**src/rtl/carry_select_subtractor_seq.sv**
```systemverilog
// Sequential a - b, one SLICE-bit slice per clock, LSB first. Each slice is
// precomputed for both incoming carries and the registered carry picks one.

module csel_sub_slice #(
  parameter int SLICE = 4
) (
  input  logic [SLICE-1:0] a,
  input  logic [SLICE-1:0] nb,
  input  logic             cin,
  output logic [SLICE-1:0] sum,
  output logic             cout
);
  assign {cout, sum} = {1'b0, a} + {1'b0, nb} + {{SLICE{1'b0}}, cin};
endmodule

module carry_select_subtractor_seq #(
  parameter int WIDTH = 16,
  parameter int SLICE = 4
) (
  input  logic             clk,
  input  logic             rst_n,
  input  logic             in_valid,
  output logic             in_ready,
  input  logic [WIDTH-1:0] a,
  input  logic [WIDTH-1:0] b,
  output logic             out_valid,
  input  logic             out_ready,
  output logic [WIDTH-1:0] diff,
  output logic             borrow,
  output logic             overflow
);
  localparam int NSL = WIDTH / SLICE;
  localparam int IW  = (NSL > 1) ? $clog2(NSL) : 1;

  localparam logic [1:0] IDLE = 2'd0;
  localparam logic [1:0] BUSY = 2'd1;
  localparam logic [1:0] DONE = 2'd2;

  logic [1:0]             state;
  logic [WIDTH-1:0]       opa, opnb;
  logic                   carry;
  logic [IW-1:0]          idx;
  logic [SLICE-1:0]       sa, snb, sel_sum;
  logic [1:0][SLICE-1:0]  cand_sum;
  logic [1:0]             cand_c;
  logic                   sel_c, last;

  assign sa  = opa[idx*SLICE +: SLICE];
  assign snb = opnb[idx*SLICE +: SLICE];

  // candidate 0 assumes carry-in 0, candidate 1 assumes carry-in 1
  for (genvar i = 0; i < 2; i++) begin : g_cand
    csel_sub_slice #(.SLICE(SLICE)) u_slice (
      .a    (sa),
      .nb   (snb),
      .cin  (i == 1),
      .sum  (cand_sum[i]),
      .cout (cand_c[i])
    );
  end

  assign sel_sum   = cand_sum[carry];
  assign sel_c     = cand_c[carry];
  assign last      = (idx == IW'(NSL - 1));
  assign in_ready  = (state == IDLE);
  assign out_valid = (state == DONE);

  always_ff @(posedge clk or negedge rst_n) begin
    if (!rst_n) begin
      state    <= IDLE;
      opa      <= '0;
      opnb     <= '0;
      carry    <= 1'b1;
      idx      <= '0;
      diff     <= '0;
      borrow   <= 1'b0;
      overflow <= 1'b0;
    end else begin
      case (state)
        IDLE: if (in_valid) begin
          opa   <= a;
          opnb  <= ~b;
          carry <= 1'b1;   // +1 of the two's-complement negate
          idx   <= '0;
          state <= BUSY;
        end
        BUSY: begin
          diff[idx*SLICE +: SLICE] <= sel_sum;
          carry <= sel_c;
          idx   <= idx + 1'b1;
          if (last) begin
            state    <= DONE;
            borrow   <= ~sel_c;
            // opnb holds ~b, so equal MSBs mean a and b signs differ
            overflow <= (opa[WIDTH-1] == opnb[WIDTH-1]) &&
                        (sel_sum[SLICE-1] != opa[WIDTH-1]);
          end
        end
        DONE: if (out_ready) state <= IDLE;
        default: state <= IDLE;
      endcase
    end
  end
endmodule

```
**config.mk**
```make
export PLATFORM = sky130hd
export DESIGN_NAME = carry_select_subtractor_seq
export DESIGN_NICKNAME = d
export VERILOG_FILES = /design/src/rtl/carry_select_subtractor_seq.sv
export SDC_FILE = /design/constraint.sdc
export NUM_CORES = 1
export LEC_CHECK = 0
export CAP_MARGIN = 25
export CELL_PAD_IN_SITES_DETAIL_PLACEMENT = 1
export CELL_PAD_IN_SITES_GLOBAL_PLACEMENT = 1
export CORE_MARGIN = 3
export CORE_UTILIZATION = 40
export DETAILED_ROUTE_END_ITERATION = 10
export PLACE_DENSITY = 0.78
export SYNTH_ARGS = -nofsm -noshare
export SYNTH_HDL_FRONTEND = slang
export SYNTH_HIERARCHICAL = 1
export SYNTH_SLANG_ARGS = --single-unit
```
**constraint.sdc**
```tcl
create_clock -name clk -period 6.03 [get_ports clk]
set_input_delay 1.809 -clock clk [delete_from_list [all_inputs] [get_ports clk]]
set_output_delay 1.809 -clock clk [all_outputs]
set_load 0.05 [all_outputs]
```
==> impl_results.md, run 1 <==
- Reg2reg end: overflow
- Achievable Freq: 272 MHz
- Hold Fails Final Rpt: 0
- Tot GR Track Use: 0.160
- Crit start category: flip-flop
- Cell count of the worst reg-to-reg path: 8
- Register bit total from synthesis: 55
- GR Overflow Total: 0
- Cells on Worst Hold Path: 2
- Hold crit path type: reg -> reg
- Dpl cell area: 3330 um^2
- Final setup viols: 0
- Placed cells: 345
- Data required, critical path: 4.22 ns
- Max stage delay cell, worst path: clkdlybuf4s50_1
- Pin count of the biggest net entering global routing: 56
- Max Slew Vio Count: 0
- Fin Setup TNS: 0 ns
- Layout area overhead: 24.6%
- # fillers: 686
- DP HPWL: approximately 4.3 mm
- Bufs on Longest Clock Path: 2
- Status: finished clean
- Ys flop type: dfrtp_1
- Wire per inst: 16.2 um
- Initial core utilization: 0.422
- Port-buffer cells: 55
- Hold_sp: diff[13]
- Slowest stage delay, CP: 0.79 ns
- Die Span Y: between 80 and 90 um
- CP Cell Sequence: nand2b_1, inv_1, clkdlybuf4s50_1
- First-pass GRT wire length: 9.52 mm
- Setup Skew: 0.0105 ns
- Fin area: 3420 um^2
- Post-synthesis async set-or-reset flop share: 1.00
- Post-Syn Instances: approximately 220
- Maxcap violations: 0
- Die Area: 7890 um^2
- Share of post-route cells with drive strength above 1: 0.159
- Fin crit share: 0.611
- CTS root buf: clkbuf_8
- Reg clk slew, reported paths: 0.10 ns
- CTS Hold Bufs: 0
- Total CTS buffers: 5
- Reg-to-Reg Start: idx[0]
- Synth cell types: 38
- Worst path arrival time: 1.87 ns
- Core box area: roughly 6500 um^2
- CP endpoint kind: output port
- Num rows: 29
- H-tree lvl count: 2
- Multi-input gate area: 1250 um^2
- Rel. slew slack: 0.451
- Worst slew pin tran: 0.824 ns
- RePlAce Congestion: 0.717
- Tmin final: 3.68 ns
- Clock latency on the worst-skew pair: 0.31 ns
- Sequential cell area: 1380 um^2
- Seq/Total Area, Yosys: 0.502
- Post-synth design cell area: 2740 um^2
- Resize count post-CTS: 0
- Die X: ~90 um
- Initial DRC count: between 50 and 60
- RSZ-0062 raised after global routing: no
- Initial antenna violation count: 0
- DRT Pass-1 Iters: 4
- Antenna cell count: 0
- CP Max Fanout: 9
- Worst reg2reg setup slack: 2.68 ns
- Clock sinks: 55
- CTS tree: yes
- Ys Warns: 6
- Hold EP: diff[13]
- Setup Buffers After CTS: 0
- Number of synthesized flops with an enable pin: 0
- Synth Area per Inst: 12.3 um^2
- Vias in the first global route: 1932
- Vias per cell: ~5.2
- Total number of vias: 1846
- Num ports: 56
- WL final: 5.71 mm
- CP Class: reg -> out
- Final ANT Viol Nets: 0
- Synth Net Count: 274
- NumNets Final: 326
- Layout Cells excl Fill: roughly 350
- DR DRC count: 0
==> cell families (layout without fill, tap and decap cells) <==
kind of cell    after synthesis  after routing  synth area share
xor+xnor                      4              4            0.0128
other cells                   2              2           0.00274
simple gates                 46             46            0.0825
buf+inv                      24             77            0.0461
flops                        55             55             0.502
mux                          31             31             0.159
fa+ha+maj                    15             15            0.0793
compound gates               46             46             0.115
==> worst max-delay path by stage <==
| stage | from | end | slack (ns) | cells past startpoint |
|---|---|---|---|---|
| floorplan | state[0] | in_ready | 3.08 | 2 |
| global placement | in_valid | opa[0] | 2.55 | 4 |
| detailed placement | in_valid | opa[4] | 2.54 | 4 |
| CTS | state[0] | out_valid | 2.32 | 3 |
| global route | state[0] | out_valid | 2.24 | 3 |
| finish | state[0] | out_valid | 2.35 | 3 |
==> flip-flops by register name (all words and copies together), names as in the netlist <==
register  cells
borrow        1
carry         1
diff         16
idx           2
opa          16
opnb         16
overflow      1
state         2
==> cells in the mapped netlist (3+ instances only) <==
library cell | number | area [um^2]
nor2_1 | 18 | 67.6
buf_4 | 4 | 30.0
inv_1 | 12 | 45.0
mux2_2 | 18 | 203
o31ai_1 | 4 | 30.0
o41ai_1 | 4 | 35.0
ha_1 | 11 | 138
xnor2_1 | 4 | 35.0
o2bb2ai_1 | 8 | 70.1
mux4_2 | 8 | 180
nor2b_1 | 4 | 25.0
nand2b_1 | 3 | 18.8
buf_2 | 4 | 20.0
dfrtp_1 | 54 | 1350
mux2i_1 | 4 | 40.0
fa_1 | 4 | 80.1
o21ai_0 | 4 | 20.0
nand2_1 | 11 | 41.3
a21oi_1 | 18 | 90.1
==> cell usage in the layout, fill, tap and decap left out, types with 3 or more instances in the layout <==
cell              n
o2bb2ai_1         8
nand2_1          11
inv_1            12
nor2b_1           4
xnor2_1           4
mux4_2            8
nand2b_1          3
o21ai_0           4
fa_1              4
clkdlybuf4s50_1  54
clkbuf_8          5
o41ai_1           4
a21oi_1          18
o31ai_1           4
mux2i_1           4
ha_1             11
mux2_2           18
nor2_1           18
dfrtp_1          54
==> metrics by stage <==
step | utilization | hold slack, ns | setup WS, ns
finish | 0.526 | 0.487 | 2.35
global route | 0.526 | 0.521 | 2.24
CTS | 0.526 | 0.492 | 2.32
detailed placement | 0.512 | 0.466 | 2.54
global placement | 0.512 | 0.461 | 2.55
floorplan | - | 0.475 | 3.08
==> layout make-up <==
type,instances,share of cell area
sequential,55,0.403
inverter,12,0.0132
tap,77,0.0282
timing repair buffer,57,0.164
clock inverter,3,0.00732
multi-input combinational,144,0.364
clock buffer,5,0.0201
==> worst max-delay path: cells and delay by family (launching register included) <==
family	cells	cell delay (ns)
simple gates	1	0.21
flops	1	0.50
buf+inv	2	0.85
==> layer usage <==
| layer | track usage | vias up | routed length (um) |
|---|---|---|---|
| li1 | - | 887 | - |
| met1 | 0.206 | 907 | 2530 |
| met2 | 0.267 | 43 | 2850 |
| met3 | 0.0317 | 9 | 232 |
| met4 | 0.0604 | 0 | 107 |
| met5 | 0 | - | 0 |
Power of run 1 is left out: the tool's default activity adds up to more than one toggle a clock period on the data nets, which glitch-free logic cannot reach.
==> inputs of run 2 (changes only) <==
--- a/config.mk
+++ b/config.mk
@@ -9,9 +9,9 @@
 export CELL_PAD_IN_SITES_DETAIL_PLACEMENT = 1
 export CELL_PAD_IN_SITES_GLOBAL_PLACEMENT = 1
 export CORE_MARGIN = 3
-export CORE_UTILIZATION = 40
+export CORE_UTILIZATION = 37
 export DETAILED_ROUTE_END_ITERATION = 10
-export PLACE_DENSITY = 0.78
+export PLACE_DENSITY = 0.76
 export SYNTH_ARGS = -nofsm -noshare
 export SYNTH_HDL_FRONTEND = slang
 export SYNTH_HIERARCHICAL = 1
==> constraint.sdc (replaced) <==
create_clock -name clk -period 3.2 [get_ports clk]
set_input_delay 0.96 -clock clk [delete_from_list [all_inputs] [get_ports clk]]
set_output_delay 0.96 -clock clk [all_outputs]
set_load 0.05 [all_outputs]
==> run 2 against run 1 <==
  * Register-to-register slack worse by 2.3 ns
  * Non-clock buffer count up 4
  * Setup slack worse by 2.0 ns
  * Worst hold slack about the same
  * Cell area up 1.2%
  * Critical path depth unchanged
  * Die area up 7.5%
  * Final cell count up 6.5%
  * First-iteration DRC count down 21%
  * Global-route usage about the same
  * Count of clock-buffer cells in the layout up 3
  * Critical path type unchanged
  * Critical endpoint unchanged
  * Highest routed layer unchanged
==> impl_results.md, run 2 (same netlist as run 1, synthesis figures left out) <==
- Hold Fails Final Rpt: 0 (unchanged)
- CP Cell Sequence: nand2b_1, inv_1, clkdlybuf4s50_1 (unchanged)
- Multi-input gate area: 1250 um^2 (unchanged)
- CP delay by family, top: buffers and inverters (unchanged)
- Biggest regs: diff (16), opa (16), opnb (16) (unchanged)
- Clock sinks: 55 (unchanged)
- GR Overflow Total: 0 (unchanged)
- Initial core utilization: 0.393 (was 0.422)
- Core box area: 6980 um^2 (was 6490 um^2)
- DP HPWL: 4.96 mm (was 4.27 mm)
- Worst slew pin tran: 0.647 ns (was 0.824 ns)
- Fin area: 3460 um^2 (was 3420 um^2)
- Reg clk slew, reported paths: 0.10 ns (about the same)
- Wire per inst: 16.9 um (was 16.2 um)
- Maxcap violations: 0 (unchanged)
- DRT Pass-1 Iters: 3 (was 4)
- Num ports: 56 (unchanged)
- Min Hold Slack: 0.486 ns (was 0.487 ns)
- H-tree lvl count: 2 (unchanged)
- Layout Cells excl Fill: 376 (was 353)
- Slowest stage delay, CP: 0.80 ns (was 0.79 ns)
- Initial DRC count: 46 (was 58)
- Setup Buffers After CTS: 0 (unchanged)
- Fin crit share: 0.891
- Die Span Y: 92.1 um (was 88.8 um)
- GR Layer Usage met1: 0.197 (was 0.206)
- Pin count of the biggest net entering global routing: 33 (was 56)
- Max Slew Vio Count: 0 (unchanged)
- Most frequent cells in the layout: 54 x clkdlybuf4s50_1, 53 x dfrtp_1, 18 x nor2_1, 18 x a21oi_1, 18 x mux2_2 (was 54 x dfrtp_1, 54 x clkdlybuf4s50_1, 18 x nor2_1, 18 x a21oi_1, 18 x mux2_2)
- Num rows: 30 (was 29)
- Fin Setup TNS: 0 ns (unchanged)
- Rel. slew slack: 0.569 (was 0.451)
- Total CTS buffers: 5 (unchanged)
- CTS tree: yes (unchanged)
- Max stage delay cell, worst path: clkdlybuf4s50_1 (unchanged)
- Placed cells: 368 (was 345)
- Status: finished clean (unchanged)
- Grt peak-use layer: met2 (unchanged)
- Worst path arrival time: 1.89 ns (was 1.87 ns)
- Vias in the first global route: 2141 (was 1932)
- Dpl cell area: 3380 um^2 (was 3330 um^2)
- Die Area: 8490 um^2 (was 7890 um^2)
- CP endpoint kind: output port (unchanged)
- Die X: 92.1 um (was 88.8 um)
- DR DRC count: 0 (unchanged)
- Bufs on Longest Clock Path: 2 (unchanged)
- Grt met2 use: 0.286 (was 0.267)
- Final setup viols: 0 (unchanged)
- Most common cell after layout, fill and taps aside: clkdlybuf4s50_1
- Sequential cell area: 1380 um^2 (about the same)
- WL final: 6.36 mm (was 5.71 mm)
- Final ANT Viol Nets: 0 (unchanged)
- Port-buffer cells: 55 (unchanged)
- Crit start category: flip-flop (unchanged)
- Buffers plus inverters on the worst setup path: 2 (unchanged)
- RePlAce Congestion: 0.782 (was 0.717)
- Achievable Freq: 351 MHz
- Clock latency on the worst-skew pair: 0.31 ns (about the same)
- Layout area overhead: 26.1% (was 24.6%)
- Vias per cell: 4.96 (was 5.23)
- NumNets Final: 330 (was 326)
- Antenna cell count: 0 (unchanged)
- Setup Skew: 0.0105 ns (about the same)
- First-pass GRT wire length: 10.6 mm (was 9.52 mm)
- Tmin final: 2.85 ns
- Hold crit path type: reg -> reg (unchanged)
- CTS root buf: clkbuf_8 (unchanged)
- CP Class: reg -> out (unchanged)
- RSZ-0062 raised after global routing: no (unchanged)
- Data required, critical path: 2.24 ns (was 4.22 ns)
- Met3 usage: 0.0254 (was 0.0317)
- Tot GR Track Use: 0.160 (about the same)
- Total number of vias: 1865 (was 1846)
- CP Max Fanout: 9 (unchanged)
- Initial antenna violation count: 0 (unchanged)
- Share of post-route cells with drive strength above 1: 0.164 (was 0.159)
- # fillers: 770 (was 686)
## run 2: final cells by class
class | count | area share
well taps | 96 | 0.0347
inverters | 12 | 0.0130
clock buffers | 8 | 0.0231
repair buffers | 61 | 0.171
flip-flops and latches | 55 | 0.398
multi-input cells | 144 | 0.360
## run 2: metal layers
metal	up-vias	part of all wire
li1	888	-
met4	0	0.012
met2	41	0.52
met5	-	0
met1	928	0.44
met3	8	0.036
## run 2: stage by stage
stage               worst slack, ns  utilization
finish                        0.350        0.496
CTS                           0.217        0.496
global placement              0.334        0.484
detailed placement            0.241        0.484
floorplan                     0.331            -
global route                  0.154        0.496
## run 2: worst paths after layout
| path | startpoint | end | slack, ns | cells past startpoint |
|---|---|---|---|---|
| worst min register to register | diff[13] | diff[13] | 0.49 | 2 |
| worst min-delay path | diff[13] | diff[13] | 0.49 | 2 |
| max in group asynchronous | rst_n | opa[8] | 1.71 | 2 |
| worst max register to register | idx[0] | borrow | 0.40 | 9 |
| worst max-delay path | state[0] | out_valid | 0.35 | 3 |
| min in group asynchronous | rst_n | diff[13] | 0.66 | 1 |
## run 2: tightest hold or removal path: stages (launching register included)
cell,delay (ns)
dfrtp_1,0.35
nand2_1,0.05
o31ai_1,0.05
## run 2: timing repair
action                     in CTS  in global routing
hold buffers                    0                  0
gates resized for setup         0                  1
setup endpoints to repair       0                  1
Power of run 2 is left out for the same reason.
